<file path="src/rtl/led_matrix_scanner.sv">
// Row-scanning LED matrix driver: dwell timer, anti-ghost blanking, double-buffered frames.
// Optional PWM brightness gating is enabled by defining LED_SCANNER_PWM_EN (needs FREQDIV >= 4).
module led_matrix_scanner #(
    parameter int ROWS         = 16,
    parameter int COLS         = 16,
    parameter int CHANNELS     = 2,
    parameter int FREQDIV      = 15,
    parameter int BLANK_CYCLES = 4
) (
    input  logic                            CLK,
    input  logic                            RST_N,
    input  logic                            Enable,
    input  logic                            FrameValid,
    output logic                            FrameReady,
    input  logic [CHANNELS*ROWS*COLS-1:0]   Pixels,
`ifdef LED_SCANNER_PWM_EN
    input  logic [3:0]                      Brightness,
`endif
    output logic [$clog2(ROWS)-1:0]         RowSelect,
    output logic [CHANNELS*COLS-1:0]        ColData,
    output logic                            OutEn,
    output logic                            FrameStart,
    output logic [1:0]                      DbgState
);

    localparam int                  ROW_W       = $clog2(ROWS);
    localparam logic [FREQDIV-1:0]  LP_BLANK    = FREQDIV'(BLANK_CYCLES);
    localparam logic [FREQDIV-1:0]  LP_CNT_MAX  = '1;
    localparam logic [ROW_W-1:0]    LP_LAST_ROW = ROW_W'(ROWS - 1);

    typedef enum logic [1:0] {
        S_IDLE  = 2'd0,
        S_BLANK = 2'd1,
        S_DRIVE = 2'd2
    } state_t;

    state_t                          r_state, w_state_next;
    logic [FREQDIV-1:0]              r_cnt, w_cnt_next, w_cnt_inc;
    logic [ROW_W-1:0]                r_row, w_row_next;
    logic [CHANNELS*COLS-1:0]        r_col_data, w_col_data_next;
    logic                            r_out_en, w_out_en_next;
    logic                            r_frame_start, w_frame_start_next;
    logic                            w_swap;
    logic                            w_accept;
    logic [CHANNELS*ROWS*COLS-1:0]   r_disp;
    logic [CHANNELS*ROWS*COLS-1:0]   r_pend;
    logic                            r_pend_full;
    logic [COLS-1:0]                 w_disp_arr [CHANNELS][ROWS];
    logic [CHANNELS*COLS-1:0]        w_mapped;

    // Columns are mirrored because the board wires column 0 to the last shift position.
    for (genvar k = 0; k < CHANNELS; k++) begin : g_ch
        for (genvar r = 0; r < ROWS; r++) begin : g_row
            assign w_disp_arr[k][r] = r_disp[(k*ROWS + r)*COLS +: COLS];
        end
        for (genvar j = 0; j < COLS; j++) begin : g_col
            assign w_mapped[k*COLS + j] = w_disp_arr[k][r_row][COLS-1-j];
        end
    end

    assign w_cnt_inc = r_cnt + 1'b1;

    // Phase is a pure function of the dwell count: [0, BLANK) blanks, the rest drives.
    always_comb begin
        w_state_next       = r_state;
        w_cnt_next         = r_cnt;
        w_row_next         = r_row;
        w_frame_start_next = 1'b0;
        w_swap             = 1'b0;
        if (Enable) begin
            if (r_state == S_IDLE) begin
                w_state_next       = S_BLANK;
                w_row_next         = '0;
                w_frame_start_next = 1'b1;
                w_swap             = 1'b1;
            end else begin
                w_cnt_next   = w_cnt_inc;
                w_state_next = (w_cnt_inc < LP_BLANK) ? S_BLANK : S_DRIVE;
                if (r_cnt == LP_CNT_MAX) begin
                    if (r_row == LP_LAST_ROW) begin
                        w_row_next         = '0;
                        w_frame_start_next = 1'b1;
                        w_swap             = 1'b1;
                    end else begin
                        w_row_next = r_row + 1'b1;
                    end
                end
            end
        end
    end

`ifdef LED_SCANNER_PWM_EN
    logic [FREQDIV-1:0] w_drive_idx;
    logic               w_pwm_on;
    assign w_drive_idx = w_cnt_next - LP_BLANK;
    assign w_pwm_on    = (w_drive_idx[FREQDIV-1 -: 4] < Brightness);
`else
    logic               w_pwm_on;
    assign w_pwm_on    = 1'b1;
`endif

    // Row only changes on entering BLANK, so the mapped row is already valid on DRIVE entry.
    always_comb begin
        w_out_en_next   = Enable && (w_state_next == S_DRIVE) && w_pwm_on;
        w_col_data_next = w_out_en_next ? w_mapped : '0;
    end

    always_ff @(posedge CLK or negedge RST_N) begin
        if (!RST_N) begin
            r_state       <= S_IDLE;
            r_cnt         <= '0;
            r_row         <= '0;
            r_col_data    <= '0;
            r_out_en      <= 1'b0;
            r_frame_start <= 1'b0;
        end else begin
            r_state       <= w_state_next;
            r_cnt         <= w_cnt_next;
            r_row         <= w_row_next;
            r_col_data    <= w_col_data_next;
            r_out_en      <= w_out_en_next;
            r_frame_start <= w_frame_start_next;
        end
    end

    // Handshake: a frame transfers on any edge where FrameValid && FrameReady are both high;
    // FrameReady is simply "pending buffer empty", so it never depends on FrameValid.
    assign w_accept = FrameValid && !r_pend_full;

    always_ff @(posedge CLK or negedge RST_N) begin
        if (!RST_N) begin
            r_disp      <= '0;
            r_pend      <= '0;
            r_pend_full <= 1'b0;
        end else if (w_accept) begin
            r_pend      <= Pixels;
            r_pend_full <= 1'b1;
        end else if (w_swap && r_pend_full) begin
            r_disp      <= r_pend;
            r_pend_full <= 1'b0;
        end
    end

    assign FrameReady = !r_pend_full;
    assign RowSelect  = r_row;
    assign ColData    = r_col_data;
    assign OutEn      = r_out_en;
    assign FrameStart = r_frame_start;
    assign DbgState   = r_state;

endmodule
</file>
<file path="config.mk">
export PLATFORM = sky130hd
export DESIGN_NAME = led_matrix_scanner
export DESIGN_NICKNAME = d
export VERILOG_FILES = /design/src/rtl/led_matrix_scanner.sv
export SDC_FILE = /design/constraint.sdc
export NUM_CORES = 1
export LEC_CHECK = 0
export CORE_MARGIN = 2
export CORE_UTILIZATION = 40
export CTS_CLUSTER_DIAMETER = 100
export DETAILED_ROUTE_END_ITERATION = 7
export GPL_TIMING_DRIVEN = 0
export SETUP_SLACK_MARGIN = 0.3
export SYNTH_ARGS = -nofsm -noshare
export SYNTH_HDL_FRONTEND = slang
export SYNTH_SLANG_ARGS = --single-unit
</file>
<file path="constraint.sdc">
create_clock -name CLK -period 2.4 [get_ports CLK]
set_input_delay 0.48 -clock CLK [delete_from_list [all_inputs] [get_ports CLK]]
set_output_delay 0.48 -clock CLK [all_outputs]
set_load 0.03 [all_outputs]
</file>
== Yosys cells after proc, flatten, opt, wreduce, memory -nomap -nowiden ==
Index checks and enable logic that the tools add are counted.
Cells by class
  add/subtract/negate cells: 2
  magnitude comparators: 2
  equal/unequal tests: 3
  mux-type cells: 19
  bitwise operators: 3
  reductions and logical operators: 10
Operator list (number)
  $bmux 16 s4: 2
  $mux 16: 4
  $mux 32: 1
  $add 15x1->15 const B: 1
  $eq 15x15->1 const B: 1
  $lt 15x3->1 const B: 1
  $mux 4: 3
  $mux 1: 6
  $mux 2: 3
  $reduce_and 2->1: 3
  $ge 5x5->1 const B: 1
  $not 4->5: 1
  $add 4x1->4 const B: 1
  $eq 4x4->1 const B: 1
  $reduce_bool 2->1: 2
  $logic_and 1x1->1: 3
  $eq 2x2->1 const B: 1
  $logic_not 2->1: 1
  $not 1->1: 2
  $logic_not 1->1: 1
Storage, ports and cells
  register bits: 1080
  bits of input ports: 516

== Logic depth before layout (Yosys ltp) ==
Gate-level depths: netlist of the first run.
  depth after elaboration: 8
  mapped depth: 10
  gate-level depth less buffers: 7

== Worst setup path after synthesis of the first run ==
OpenSTA, ideal clock, no wires.
  path kind: register -> register
  start point: reg r_row[0] (netlist: RowSelect[0])
  end point: reg r_col_data[28] (netlist: ColData[28])
  library setup time: 0.141 ns
  arrival: 2.265 ns
  data required time: 2.259 ns
  path slack: -0.006 ns
  cell stages (with the launch flop): 7
  path buffers: 3
  clock period less this slack: 2.406 ns
  path through: dfrtp_1 buf_2 buf_2 buf_1 mux4_2 o22ai_1 a211oi_1
On the way
  longest elaborated chain between the ends: 5
Ends and longest elaborated chain
  from (decl): line 39  | logic [ROW_W-1:0] r_row, w_row_next;
  from (signal assigned): line 119  | r_row <= w_row_next;
  $not 4->5 (not written as such): line 57  | assign w_mapped[k*COLS + j] = w_disp_arr[k][r_row][COLS-1-j];
  $bmux 16 s4: line 57
  $mux 16 (2 in a row)
  $mux 32: line 105  | w_col_data_next = w_out_en_next ? w_mapped : '0;
  net w_col_data_next[28]: line 40  | logic [CHANNELS*COLS-1:0] r_col_data, w_col_data_next;
  to (signal assigned): line 120  | r_col_data <= w_col_data_next;
  to (decl): line 40
The timed path passes the listed nets, and every way through them passes these cells. The select of a mux whose other input is x is not followed.
A chain may end at the register's enable or synchronous reset.

== Worst setup path in the final report of the first run ==
  start point: reg r_cnt[0]
  end point: reg r_col_data[17] (netlist: ColData[17])
On the way
  longest elaborated chain between the ends: 8
Ends and longest elaborated chain
  from (decl): line 38  | logic [FREQDIV-1:0] r_cnt, w_cnt_next, w_cnt_inc;
  from (signal assigned): line 118  | r_cnt <= w_cnt_next;
  $add 15x1->15: line 61  | assign w_cnt_inc = r_cnt + 1'b1;
  $lt 15x3->1: line 78  | w_state_next = (w_cnt_inc < LP_BLANK) ? S_BLANK : S_DRIVE;
  $mux 2: line 78
  $mux 2: line 71  | if (r_state == S_IDLE) begin
  $mux 2: line 70  | if (Enable) begin
  $eq 2x2->1: line 104  | w_out_en_next = Enable && (w_state_next == S_DRIVE) && w_pwm_on;
  $logic_and 1x1->1: line 104
  $mux 32: line 105
  net w_col_data_next[17]: line 40
The timed path passes the listed nets, and every way through them passes these cells.

==> impl_metrics.prom, run 1 <==
# TYPE chip_impl_metric gauge
chip_impl_metric{name="drc",unit=""} 0
chip_impl_metric{name="finalPower",unit="mW"} 45.8
chip_impl_metric{name="post-synth-top-area-fraction",unit="%"} 58.7
chip_impl_metric{name="io_buffer_count",unit=""} 556
chip_impl_metric{name="number_of_antenna_violations_at_the_first_check_in_global_routing",unit=""} 30
chip_impl_info{name="run_status",value="complete, but fails checks"} 1
chip_impl_metric{name="worst-endpoint-required",unit="ns"} 2.93
chip_impl_metric{name="post_layout_nonfiller_instances",unit=""} 5082
chip_impl_metric{name="start_util",unit="%"} 40.3
chip_impl_metric{name="place_congestion",unit=""} 0.835
chip_impl_metric{name="worstPathBufferInverterCount",unit=""} 3
chip_impl_metric{name="timing.critical_path.arrival",unit="ns"} 3.06
chip_impl_metric{name="setup_slack",unit="ns"} -0.130
chip_impl_metric{name="area_delta_synth_final",unit="%"} 28.9
chip_impl_metric{name="post_cts_clock_slew_at_the_launch_and_capture_registers_of_the_worst_setup_and_hold_paths",unit="ns"} 0.06
chip_impl_metric{name="number_of_enable_flip_flop_cells_after_synthesis",unit=""} 0
chip_impl_metric{name="slew_headroom",unit="%"} 33.0
chip_impl_metric{name="worstSkewPairLatency",unit="ns"} 0.70
chip_impl_metric{name="grt_first_pass_wirelength",unit="um"} 204000
chip_impl_metric{name="synth-seq-area-share",unit="%"} 58.7
chip_impl_metric{name="syn_area_per_cell",unit="um^2"} 16.8
chip_impl_info{name="worstSetupStartpoint",value="r_cnt[0]"} 1
chip_impl_metric{name="chipHeight",unit="um"} 343
chip_impl_metric{name="p_per_area",unit="nW/um^2"} 773
chip_impl_metric{name="p_leak",unit="nW"} 27.3
chip_impl_metric{name="first_global_vias",unit=""} 28000
chip_impl_metric{name="drt_first_iter_violations",unit=""} 1336
chip_impl_metric{name="final-hold-violation-count",unit=""} 100
chip_impl_metric{name="vdd_drop_max",unit="mV"} 0.555
chip_impl_metric{name="dieArea",unit="um^2"} 118000
chip_impl_info{name="yosys-top-cells-area",value="dfrtp_1 59%, mux2_4 15%, mux2_2 14%"} 1
chip_impl_info{name="failed_checks",value="hold timing, setup timing"} 1
chip_impl_metric{name="finalMaxSlewViolations",unit=""} 0
chip_impl_info{name="hold_path_class",value="in -> async"} 1
chip_impl_metric{name="synth_cell_type_count",unit=""} 43
chip_impl_metric{name="dr.pass1.iters",unit=""} 7
chip_impl_info{name="root_buffer",value="clkbuf_16"} 1
chip_impl_metric{name="drt-wirelength-per-cell",unit="um"} 28.2
chip_impl_metric{name="ys_async_sr_fraction",unit="%"} 100
chip_impl_info{name="crit_family",value="compound AO/OA/AOI/OAI gates"} 1
chip_impl_metric{name="number_of_clock_sinks_seen_by_cts",unit=""} 1080
chip_impl_info{name="rsz_0062_raised_after_global_routing",value="true"} 1
chip_impl_metric{name="drt_wl_total",unit="um"} 143000
chip_impl_info{name="tritoncts",value="yes"} 1
chip_impl_metric{name="clk_path_buf_depth",unit=""} 3
chip_impl_info{name="worst_setup_path_end_kind",value="flip-flop"} 1
chip_impl_metric{name="worstMarginPinSlew",unit="ns"} 1.01
chip_impl_metric{name="critical_path.max_stage_delay",unit="ns"} 0.39
chip_impl_metric{name="die_w",unit="um"} 343
chip_impl_metric{name="hold_slack",unit="ns"} -0.313
chip_impl_metric{name="yosysWarnings",unit=""} 0
chip_impl_metric{name="routed_via_density",unit=""} 5.14
chip_impl_metric{name="core_region_area",unit="um^2"} 114000
chip_impl_metric{name="tritoncts.num_buffers",unit=""} 117
chip_impl_metric{name="cts_htree_levels",unit=""} 3
chip_impl_info{name="cp_slowest_cell",value="dfrtp_2"} 1
chip_impl_info{name="start_kind",value="flip-flop"} 1
chip_impl_metric{name="timing.critical_path.fanout_max",unit=""} 6
chip_impl_metric{name="drv_cap",unit=""} 0
chip_impl_metric{name="dr_total_vias",unit=""} 26100
chip_impl_metric{name="dp_worst_setup_slack",unit="ns"} -2.21
chip_impl_metric{name="grt_usage",unit="%"} 24.3
chip_impl_metric{name="drt.antenna.violating_nets",unit=""} 0
chip_impl_metric{name="floorplan.rows",unit=""} 124
chip_impl_metric{name="layout-drive-gt1-share",unit="%"} 44.9
chip_impl_metric{name="finalClockSkew",unit="ns"} 0.0245
chip_impl_info{name="cp_cell_sequence",value="ha_4 -> nand4_4 -> buf_4 -> nor3_1 -> and4b_1 -> o221ai_2 -> o31ai_4 -> buf_12 -> buf_8 -> a211oi_4"} 1
chip_impl_metric{name="synth.cell_area",unit="um^2"} 46000
chip_impl_metric{name="fmaxAchievable",unit="GHz"} 0.395
chip_impl_info{name="synth.largest_area_cell",value="dfrtp_1"} 1
chip_impl_metric{name="postSynthRegisterBits",unit=""} 1080
chip_impl_metric{name="synthesized_net_count",unit=""} 3261
chip_impl_metric{name="fin_nets",unit=""} 3984
chip_impl_info{name="crit_type",value="reg -> reg"} 1
chip_impl_metric{name="total_setup_violations_reported_at_the_end_of_the_flow",unit=""} 499
chip_impl_metric{name="post-route-period-util",unit="%"} 105
chip_impl_metric{name="design.portCount",unit=""} 557
chip_impl_info{name="regToRegStartpoint",value="r_cnt[0]"} 1
chip_impl_metric{name="postSynthCellCount",unit=""} 2743
chip_impl_metric{name="grt-ovfl-total",unit=""} 0
chip_impl_info{name="synthFlopType",value="dfrtp_1"} 1
chip_impl_metric{name="placed_cells",unit=""} 4818
chip_impl_metric{name="period_minus_slack",unit="ns"} 2.53
chip_impl_metric{name="grt_start_max_net_pins",unit=""} 173
chip_impl_metric{name="estimated_wirelength_of_the_detail_placed_design",unit="um"} 106000
==> cell families after synthesis <==
logic type / Yosys count / share of synthesized area, %
AO/OA/AOI/OAI: 119 / 1.79
AND/OR/NAND/NOR: 142 / 1.43
XOR/XNOR: 18 / 0.343
flip-flops: 1080 / 58.7
buffers and inverters: 174 / 2.34
multiplexers: 1208 / 35.3
adder cells (fa/ha/maj): 2 / 0.0544
==> what timing repair did <==
| item | in CTS | in global routing |
|---|---|---|
| buffers inserted | 35 | 2 |
| hold endpoints to repair | 100 | 100 |
| gates resized for setup | 307 | 45 |
| pin swaps | 8 | 3 |
| cloned | 1 | 3 |
| setup endpoints to repair | 1386 | 1191 |
==> path summary, 6_finish.rpt <==
kind	to	slack, ns	cells after the start
min in group CLK	r_pend[283]	0.38	2
worst max-delay path	ColData[17]	-0.13	10
worst min register to register	r_disp[285]	0.50	1
worst min-delay path	r_pend[294]	-0.31	1
worst max register to register	ColData[17]	-0.13	10
max in group asynchronous	r_disp[253]	0.26	4
==> synthesized netlist by cell type, drive strengths merged (4+ instances only) <==
cell type / instances
xor2: 4
nand2: 38
clkbuf: 89
inv: 5
buf: 80
o221ai: 25
mux4: 88
xnor2: 14
a21oi: 4
nor2: 58
nor3: 9
a211oi: 24
nand3: 7
nor4: 4
nor2b: 9
nand4: 7
mux2: 1024
o21ai: 35
dfrtp: 1080
mux2i: 96
o22ai: 24
and3: 4
==> cells in the final DEF (no fill, tap or decap), types with 31 or more instances in the layout <==
| master | synthesis | final |
|---|---|---|
| buf_4 | 1 | 31 |
| buf_6 | 52 | 37 |
| clkbuf_1 | 88 | 33 |
| clkbuf_16 | 0 | 124 |
| clkbuf_2 | 1 | 51 |
| clkbuf_8 | 0 | 40 |
| clkdlybuf4s50_1 | 0 | 553 |
| dfrtp_1 | 1080 | 1077 |
| mux2_2 | 555 | 555 |
| mux2_4 | 469 | 469 |
| mux2i_1 | 96 | 89 |
| mux4_2 | 88 | 88 |
| nand2_1 | 38 | 37 |
| nor2_1 | 57 | 48 |
==> state kept, by name (all words and copies together), names as in the netlist <==
name	count
FrameStart	1
RowSelect	4
DbgState	2
ColData	32
OutEn	1
r_pend	512
r_cnt	15
r_disp	512
r_pend_full	1
==> where the power goes <==
group | internal (mW) | total (mW) | switching, mW
Combinational | 3.43 | 5.35 | 1.92
Sequential | 20.5 | 22.0 | 1.44
Clock | 11.0 | 18.5 | 7.53
Total | 34.9 | 45.8 | 10.9
==> worst register-to-register path: stages (launching register included) <==
cell and delay [ns]:
dfrtp_2 0.39, ha_4 0.16, nand4_4 0.16, buf_4 0.19, nor3_1 0.16, and4b_1 0.24
o221ai_2 0.27, o31ai_4 0.09, buf_12 0.18, buf_8 0.13, a211oi_4 0.37
==> per-stage QoR <==
stage	util [%]	area, um^2	setup TNS [ns]
finish	51.9	59300	-29.26
global route	51.9	59300	-68.07
CTS	51.7	59000	-24.42
detailed placement	47.0	53700	-997.39
global placement	46.8	53500	-
floorplan	-	46000	0
==> layer usage <==
metal	track usage [%]	vias up	wire [um]
met2	37.8	614	65800
li1	-	11500	-
met4	5.38	28	3080
met3	4.78	193	7010
met5	0	-	161
met1	35.2	13900	67100
==> cell type report <==
type / instances / area (um^2)
fill: 9571 / 54900
sequential: 1080 / 27000
multi-input combinational: 1489 / 18500
timing repair buffer: 604 / 6230
clock buffer: 178 / 3550
tap: 1512 / 1890
buffer: 169 / 1710
clock inverter: 38 / 418
inverter: 5 / 18.8
antenna: 7 / 17.5
Power figures use the tool's default switching activity.
==> run 2: changes to the inputs <==
CAP_MARGIN = 20   (was not set)
==> run 2 against run 1 <==
Against the previous run: the flow still finishes with violations (hold timing, setup timing); largest cell class unchanged; largest power group unchanged; power is 0.84% higher; setup slack improved by 0.095 ns; sequential power hardly changed; core utilization up 0.46 points; non-clock buffer count increased by 12; routed wire length is 0.77% higher; register-to-register slack improved by 0.09 ns; final area rose by 0.88%; die area unchanged.
==> impl_metrics.prom, run 2 (synthesized netlist as in run 1, its figures left out) <==
# TYPE chip_impl_metric gauge
chip_impl_metric{name="clk_path_buf_depth",unit=""} 3
chip_impl_metric{name="finalPower",unit="mW"} 46.2
chip_impl_metric{name="floorplan.rows",unit=""} 124
chip_impl_metric{name="fin_nets",unit=""} 3996
chip_impl_metric{name="setup_slack",unit="ns"} -0.0349
chip_impl_metric{name="final_design_area_no_fill",unit="um^2"} 59800
chip_impl_metric{name="tritoncts.num_buffers",unit=""} 117
chip_impl_metric{name="grt_first_pass_wirelength",unit="um"} 204000
chip_impl_metric{name="number_of_clock_sinks_seen_by_cts",unit=""} 1080
chip_impl_metric{name="p_per_area",unit="nW/um^2"} 772
chip_impl_metric{name="worstPathBufferInverterCount",unit=""} 3
chip_impl_metric{name="number_of_antenna_violations_at_the_first_check_in_global_routing",unit=""} 33
chip_impl_metric{name="seq_power_share",unit="%"} 47.5
chip_impl_info{name="critical_path.most_common_cell",value="buf_12"} 1
chip_impl_info{name="cp_slowest_cell",value="dfrtp_2"} 1
chip_impl_metric{name="p_comb_share",unit="%"} 11.6
chip_impl_metric{name="final-hold-violation-count",unit=""} 100
chip_impl_metric{name="critical_path.max_stage_delay",unit="ns"} 0.39
chip_impl_metric{name="drt_first_iter_violations",unit=""} 1491
chip_impl_metric{name="vdd_drop_max",unit="mV"} 0.560
chip_impl_metric{name="dpl-instance-area",unit="um^2"} 53800
chip_impl_info{name="cp_cell_sequence",value="ha_4 -> nand4_4 -> nor2_4 -> and3_4 -> o21ai_4 -> or3_4 -> buf_12 -> buf_12 -> clkbuf_16 -> mux2_4"} 1
chip_impl_info{name="root_buffer",value="clkbuf_16"} 1
chip_impl_info{name="hold_path_class",value="in -> async"} 1
chip_impl_metric{name="drt_wl_total",unit="um"} 144000
chip_impl_metric{name="worstMarginPinSlew",unit="ns"} 0.985
chip_impl_metric{name="first_global_vias",unit=""} 27900
chip_impl_metric{name="chipHeight",unit="um"} 343
chip_impl_metric{name="switching_share",unit="%"} 23.6
chip_impl_metric{name="routed_via_density",unit=""} 5.14
chip_impl_info{name="start_kind",value="flip-flop"} 1
chip_impl_metric{name="internal_power",unit="mW"} 35.3
chip_impl_metric{name="io_buffer_count",unit=""} 556
chip_impl_metric{name="estimated_wirelength_of_the_detail_placed_design",unit="um"} 106000
chip_impl_metric{name="net-switching-power",unit="mW"} 10.9
chip_impl_metric{name="dieArea",unit="um^2"} 118000
chip_impl_metric{name="grt_start_max_net_pins",unit=""} 173
chip_impl_info{name="worst_setup_path_end_kind",value="flip-flop"} 1
chip_impl_metric{name="area_delta_synth_final",unit="%"} 30.1
chip_impl_metric{name="dr.pass1.iters",unit=""} 4
chip_impl_metric{name="core_region_area",unit="um^2"} 114000
chip_impl_metric{name="finalMaxSlewViolations",unit=""} 0
chip_impl_info{name="crit_type",value="reg -> reg"} 1
chip_impl_metric{name="cts_htree_levels",unit=""} 3
chip_impl_info{name="rsz_0062_raised_after_global_routing",value="true"} 1
chip_impl_metric{name="grt_usage",unit="%"} 24.4
chip_impl_metric{name="total_setup_violations_reported_at_the_end_of_the_flow",unit=""} 313
chip_impl_metric{name="worst-endpoint-required",unit="ns"} 2.98
chip_impl_metric{name="p_leak",unit="nW"} 27.5
chip_impl_metric{name="drc",unit=""} 0
chip_impl_info{name="crit_family",value="simple AND/OR/NAND/NOR gates"} 1
chip_impl_metric{name="layout-drive-gt1-share",unit="%"} 45.4
chip_impl_metric{name="placed_cells",unit=""} 4823
chip_impl_metric{name="timing.critical_path.arrival",unit="ns"} 3.01
chip_impl_metric{name="die_w",unit="um"} 343
chip_impl_metric{name="post-route-period-util",unit="%"} 101
chip_impl_metric{name="slew_headroom",unit="%"} 34.3
chip_impl_metric{name="share_clk_of_total_power",unit="%"} 40.8
chip_impl_metric{name="post_cts_clock_slew_at_the_launch_and_capture_registers_of_the_worst_setup_and_hold_paths",unit="ns"} 0.06
chip_impl_info{name="run_status",value="complete, but fails checks"} 1
chip_impl_metric{name="grt-ovfl-total",unit=""} 0
chip_impl_metric{name="finalClockSkew",unit="ns"} 0.0234
chip_impl_metric{name="hold_slack",unit="ns"} -0.314
chip_impl_metric{name="start_util",unit="%"} 40.3
chip_impl_info{name="layout.cells.most_common",value="dfrtp_1"} 1
chip_impl_metric{name="drt.antenna.violating_nets",unit=""} 0
chip_impl_info{name="failed_checks",value="hold timing, setup timing"} 1
chip_impl_metric{name="post_layout_nonfiller_instances",unit=""} 5096
chip_impl_metric{name="dr_total_vias",unit=""} 26200
chip_impl_metric{name="place_congestion",unit=""} 0.835
chip_impl_metric{name="period_minus_slack",unit="ns"} 2.43
chip_impl_info{name="final_cell_mix",value="1073 x dfrtp_1, 555 x mux2_2, 552 x clkdlybuf4s50_1, 469 x mux2_4, 125 x clkbuf_16"} 1
chip_impl_metric{name="timing.critical_path.fanout_max",unit=""} 11
chip_impl_info{name="tritoncts",value="yes"} 1
chip_impl_metric{name="design.portCount",unit=""} 557
chip_impl_metric{name="drt-wirelength-per-cell",unit="um"} 28.3
chip_impl_metric{name="worstSkewPairLatency",unit="ns"} 0.71
chip_impl_metric{name="fmaxAchievable",unit="GHz"} 0.411
chip_impl_metric{name="drv_cap",unit=""} 0
[run 2: cell count changes in the layout (fill, tap and decap cells not counted), moves of 6 or more]
cell      before  now
clkbuf_4      21   13
clkinv_2      24   16
a211oi_1       9    3
a211oi_2      12   18
buf_16         9   15
buf_4         31   25
[run 2: power by group through the flow]
stage | clock [mW] | sequential, mW | combinational [mW]
floorplan | 0 | 21.8 | 2.92
global placement | 0 | 22.4 | 4.65
detailed placement | 0 | 22.3 | 4.97
CTS | 19.3 | 22.0 | 5.37
global route | 20.1 | 22.2 | 5.78
finish | 18.9 | 22.0 | 5.37
[run 2: path summary, 6_finish.rpt]
kind	startpoint	end	slack, ns	depth (start not counted)
worst max-delay path	r_cnt[0]	r_disp[192]	-0.03	10
worst min-delay path	RST_N	r_pend[294]	-0.31	1
worst max register to register	r_cnt[0]	r_disp[192]	-0.03	10
worst min register to register	r_pend[373]	r_disp[373]	0.49	1
max in group asynchronous	RST_N	r_disp[211]	0.33	4
min in group CLK	Pixels[301]	r_pend[301]	0.39	2
[run 2: what timing repair did]
action	in CTS	in global routing
setup endpoints to repair	1276	1035
buffers inserted	40	0
endpoints found under the hold margin	100	100
resized for setup	361	27
pin swaps	13	4
cloned	3	5
[run 2: layer usage]
layer  vias up  routed length (um)  global-route usage [%]
li1      11500                   -                       -
met1     13800               66500                    34.6
met2       616               65400                    37.2
met3       215                8020                    6.11
met4        34                4040                    6.90
met5         -                 214                       0
[run 2: stage by stage]
stage | hold WS [ns] | util (%) | setup WS (ns) | setup TNS (ns)
after floorplan | 0.184 | - | 0.0974 | 0
after global placement | 0.482 | 46.8 | -53.85 | -
after detailed placement | 0.460 | 47.1 | -1.93 | -1024.12
after CTS | -0.323 | 52.2 | -0.0567 | -14.07
after global routing | -0.296 | 52.4 | -0.0937 | -31.99
final | -0.314 | 52.4 | -0.0349 | -3.18
[run 2: layout make-up]
class                   count  area [um^2]
diodes                      9         22.5
flip-flops and latches   1080        27000
fillers                  9510        54300
multi-input cells        1489        18500
repair buffers            616         6490
inverters                   5         18.8
clock inverters            35          509
plain buffers             169         1810
clock buffers             181         3530
well taps                1512         1890
==> run 3: changes to the inputs <==
DONT_BUFFER_PORTS = 1   (was not set)
==> run 3 against run 2 <==
Against the previous run: the run still ends with hold timing, setup timing left; final cell count shrank 0.53%; non-clock buffer count shrank 39; clock power grew 2%; critical endpoint is now r_disp[317].
==> impl_metrics.prom, run 3 (synthesized netlist as in run 1, its figures left out) <==
# TYPE chip_impl_metric gauge
chip_impl_metric{name="period_minus_slack",unit="ns"} 2.48
chip_impl_metric{name="die_w",unit="um"} 343
chip_impl_metric{name="worstSkewPairLatency",unit="ns"} 0.73
chip_impl_info{name="run_status",value="complete, but fails checks"} 1
chip_impl_metric{name="grt-ovfl-total",unit=""} 0
chip_impl_metric{name="drc",unit=""} 0
chip_impl_metric{name="place_congestion",unit=""} 0.875
chip_impl_metric{name="timing.critical_path.arrival",unit="ns"} 3.07
chip_impl_metric{name="final-hold-violation-count",unit=""} 360
chip_impl_info{name="root_buffer",value="clkbuf_16"} 1
chip_impl_info{name="worst_setup_path_end_kind",value="flip-flop"} 1
chip_impl_metric{name="layout-drive-gt1-share",unit="%"} 46.7
chip_impl_metric{name="estimated_wirelength_of_the_detail_placed_design",unit="um"} 105000
chip_impl_info{name="regToRegStartpoint",value="r_cnt[11]"} 1
chip_impl_metric{name="grt_first_pass_wirelength",unit="um"} 211000
chip_impl_metric{name="design.portCount",unit=""} 557
chip_impl_metric{name="cts_hold_buf",unit=""} 515
chip_impl_metric{name="hold_slack",unit="ns"} -0.536
chip_impl_metric{name="drv_cap",unit=""} 0
chip_impl_metric{name="total_setup_violations_reported_at_the_end_of_the_flow",unit=""} 471
chip_impl_metric{name="clk_path_buf_depth",unit=""} 3
chip_impl_metric{name="first_global_vias",unit=""} 29300
chip_impl_metric{name="cts_htree_levels",unit=""} 3
chip_impl_metric{name="number_of_antenna_violations_at_the_first_check_in_global_routing",unit=""} 46
chip_impl_metric{name="grt_start_max_net_pins",unit=""} 1081
chip_impl_metric{name="drt-wirelength-per-cell",unit="um"} 29.2
chip_impl_metric{name="start_util",unit="%"} 40.3
chip_impl_metric{name="post_route_setup_tns",unit="ns"} -19.36
chip_impl_info{name="crit_type",value="reg -> reg"} 1
chip_impl_metric{name="p_per_area",unit="nW/um^2"} 774
chip_impl_info{name="start_kind",value="flip-flop"} 1
chip_impl_metric{name="drt_first_iter_violations",unit=""} 1626
chip_impl_metric{name="routed_via_density",unit=""} 5.23
chip_impl_metric{name="setup_slack",unit="ns"} -0.0792
chip_impl_metric{name="drt_wl_total",unit="um"} 148000
chip_impl_metric{name="slew_headroom",unit="%"} 2.70
chip_impl_metric{name="floorplan.rows",unit=""} 124
chip_impl_metric{name="finalMaxSlewViolations",unit=""} 0
chip_impl_metric{name="dr_total_vias",unit=""} 26500
chip_impl_metric{name="area_delta_synth_final",unit="%"} 30.2
chip_impl_metric{name="dr.pass1.iters",unit=""} 7
chip_impl_info{name="tritoncts",value="yes"} 1
chip_impl_info{name="failed_checks",value="hold timing, setup timing"} 1
chip_impl_metric{name="fmaxAchievable",unit="GHz"} 0.403
chip_impl_metric{name="worst-endpoint-required",unit="ns"} 2.99
chip_impl_metric{name="drt.antenna.violating_nets",unit=""} 0
chip_impl_metric{name="chipHeight",unit="um"} 343
chip_impl_metric{name="post_cts_clock_slew_at_the_launch_and_capture_registers_of_the_worst_setup_and_hold_paths",unit="ns"} 0.06
chip_impl_info{name="hold_path_class",value="in -> async"} 1
chip_impl_metric{name="p_leak",unit="nW"} 27.6
chip_impl_metric{name="grt_usage",unit="%"} 24.9
chip_impl_metric{name="number_of_clock_sinks_seen_by_cts",unit=""} 1080
chip_impl_metric{name="dieArea",unit="um^2"} 118000
chip_impl_metric{name="fin_nets",unit=""} 3957
chip_impl_metric{name="timing.critical_path.fanout_max",unit=""} 7
chip_impl_info{name="rsz_0062_raised_after_global_routing",value="true"} 1
chip_impl_metric{name="core_region_area",unit="um^2"} 114000
chip_impl_info{name="final_cell_mix",value="1069 x dfrtp_1, 555 x mux2_2, 515 x dlygate4sd3_1, 469 x mux2_4, 127 x clkbuf_16"} 1
chip_impl_metric{name="worstMarginPinSlew",unit="ns"} 1.46
chip_impl_metric{name="finalClockSkew",unit="ns"} 0.0241
chip_impl_info{name="layout.cells.most_common",value="dfrtp_1"} 1
chip_impl_metric{name="io_buffer_count",unit=""} 0
chip_impl_metric{name="post-route-period-util",unit="%"} 103
chip_impl_info{name="worstSetupStartpoint",value="r_cnt[11]"} 1
chip_impl_metric{name="vdd_drop_max",unit="mV"} 0.771
chip_impl_metric{name="tritoncts.num_buffers",unit=""} 117
[run 3: worst paths after layout]
| check | endpoint | slack (ns) | cells past startpoint |
|---|---|---|---|
| hold reg to reg | r_disp[112] | 0.49 | 1 |
| setup reg to reg | r_disp[317] | -0.08 | 9 |
| max in group asynchronous | r_pend[201] | 0.53 | 2 |
| hold / removal | r_pend[310] | -0.54 | 0 |
| setup / recovery | r_disp[317] | -0.08 | 9 |
| min in group CLK | r_cnt[0] | 0.18 | 2 |
[run 3: metrics by stage]
step	instance area (um^2)	utilization, %	std cells	worst slack (ns)	total power, mW
finish	59900	52.5	5069	-0.0792	46.4
global route	59900	52.4	5058	-0.130	48.1
CTS	59300	51.9	5021	-0.0130	46.3
detailed placement	48000	42.1	4260	-2.02	25.9
global placement	47900	42.0	4255	-2.55	25.7
floorplan	46000	-	2743	0.0974	24.7
[run 3: layer usage]
metal	part of all wire [%]	up-vias	routed length, um	track usage, %
met5	0.16	-	233	0
li1	-	11400	-	-
met4	3.0	36	4460	7.71
met3	5.0	252	7330	4.77
met1	45	14100	67200	35.0
met2	46	730	68700	39.1
[run 3: repair_timing]
action	4_1_cts	5_1_grt
setup endpoints to repair	1064	764
resized for setup	419	50
cloned	5	6
pin swaps	30	4
buffers inserted	31	10
endpoints found under the hold margin	1600	259
[run 3: power by group]
| part | switching [mW] | internal, mW |
|---|---|---|
| Combinational | 1.77 | 3.12 |
| Sequential | 1.70 | 20.5 |
| Clock | 7.78 | 11.5 |
| Total | 11.3 | 35.1 |
[run 3: worst max-delay path: stages, from the launching register on]
cell	delay, ns
dfrtp_1	0.45
nand4_1	0.23
nor2_4	0.14
and3_4	0.21
o21ai_4	0.05
or3_4	0.39
buf_12	0.18
buf_16	0.17
clkbuf_16	0.20
mux2_4	0.31
[run 3: cell type report]
class	instances	area, um^2
clock buffer	150	3250
antenna	27	67.6
multi-input combinational	1489	18700
buffer	169	2060
sequential	1080	27000
tap	1512	1890
fill	9230	54300
timing repair buffer	577	6060
inverter	5	18.8
clock inverter	60	855
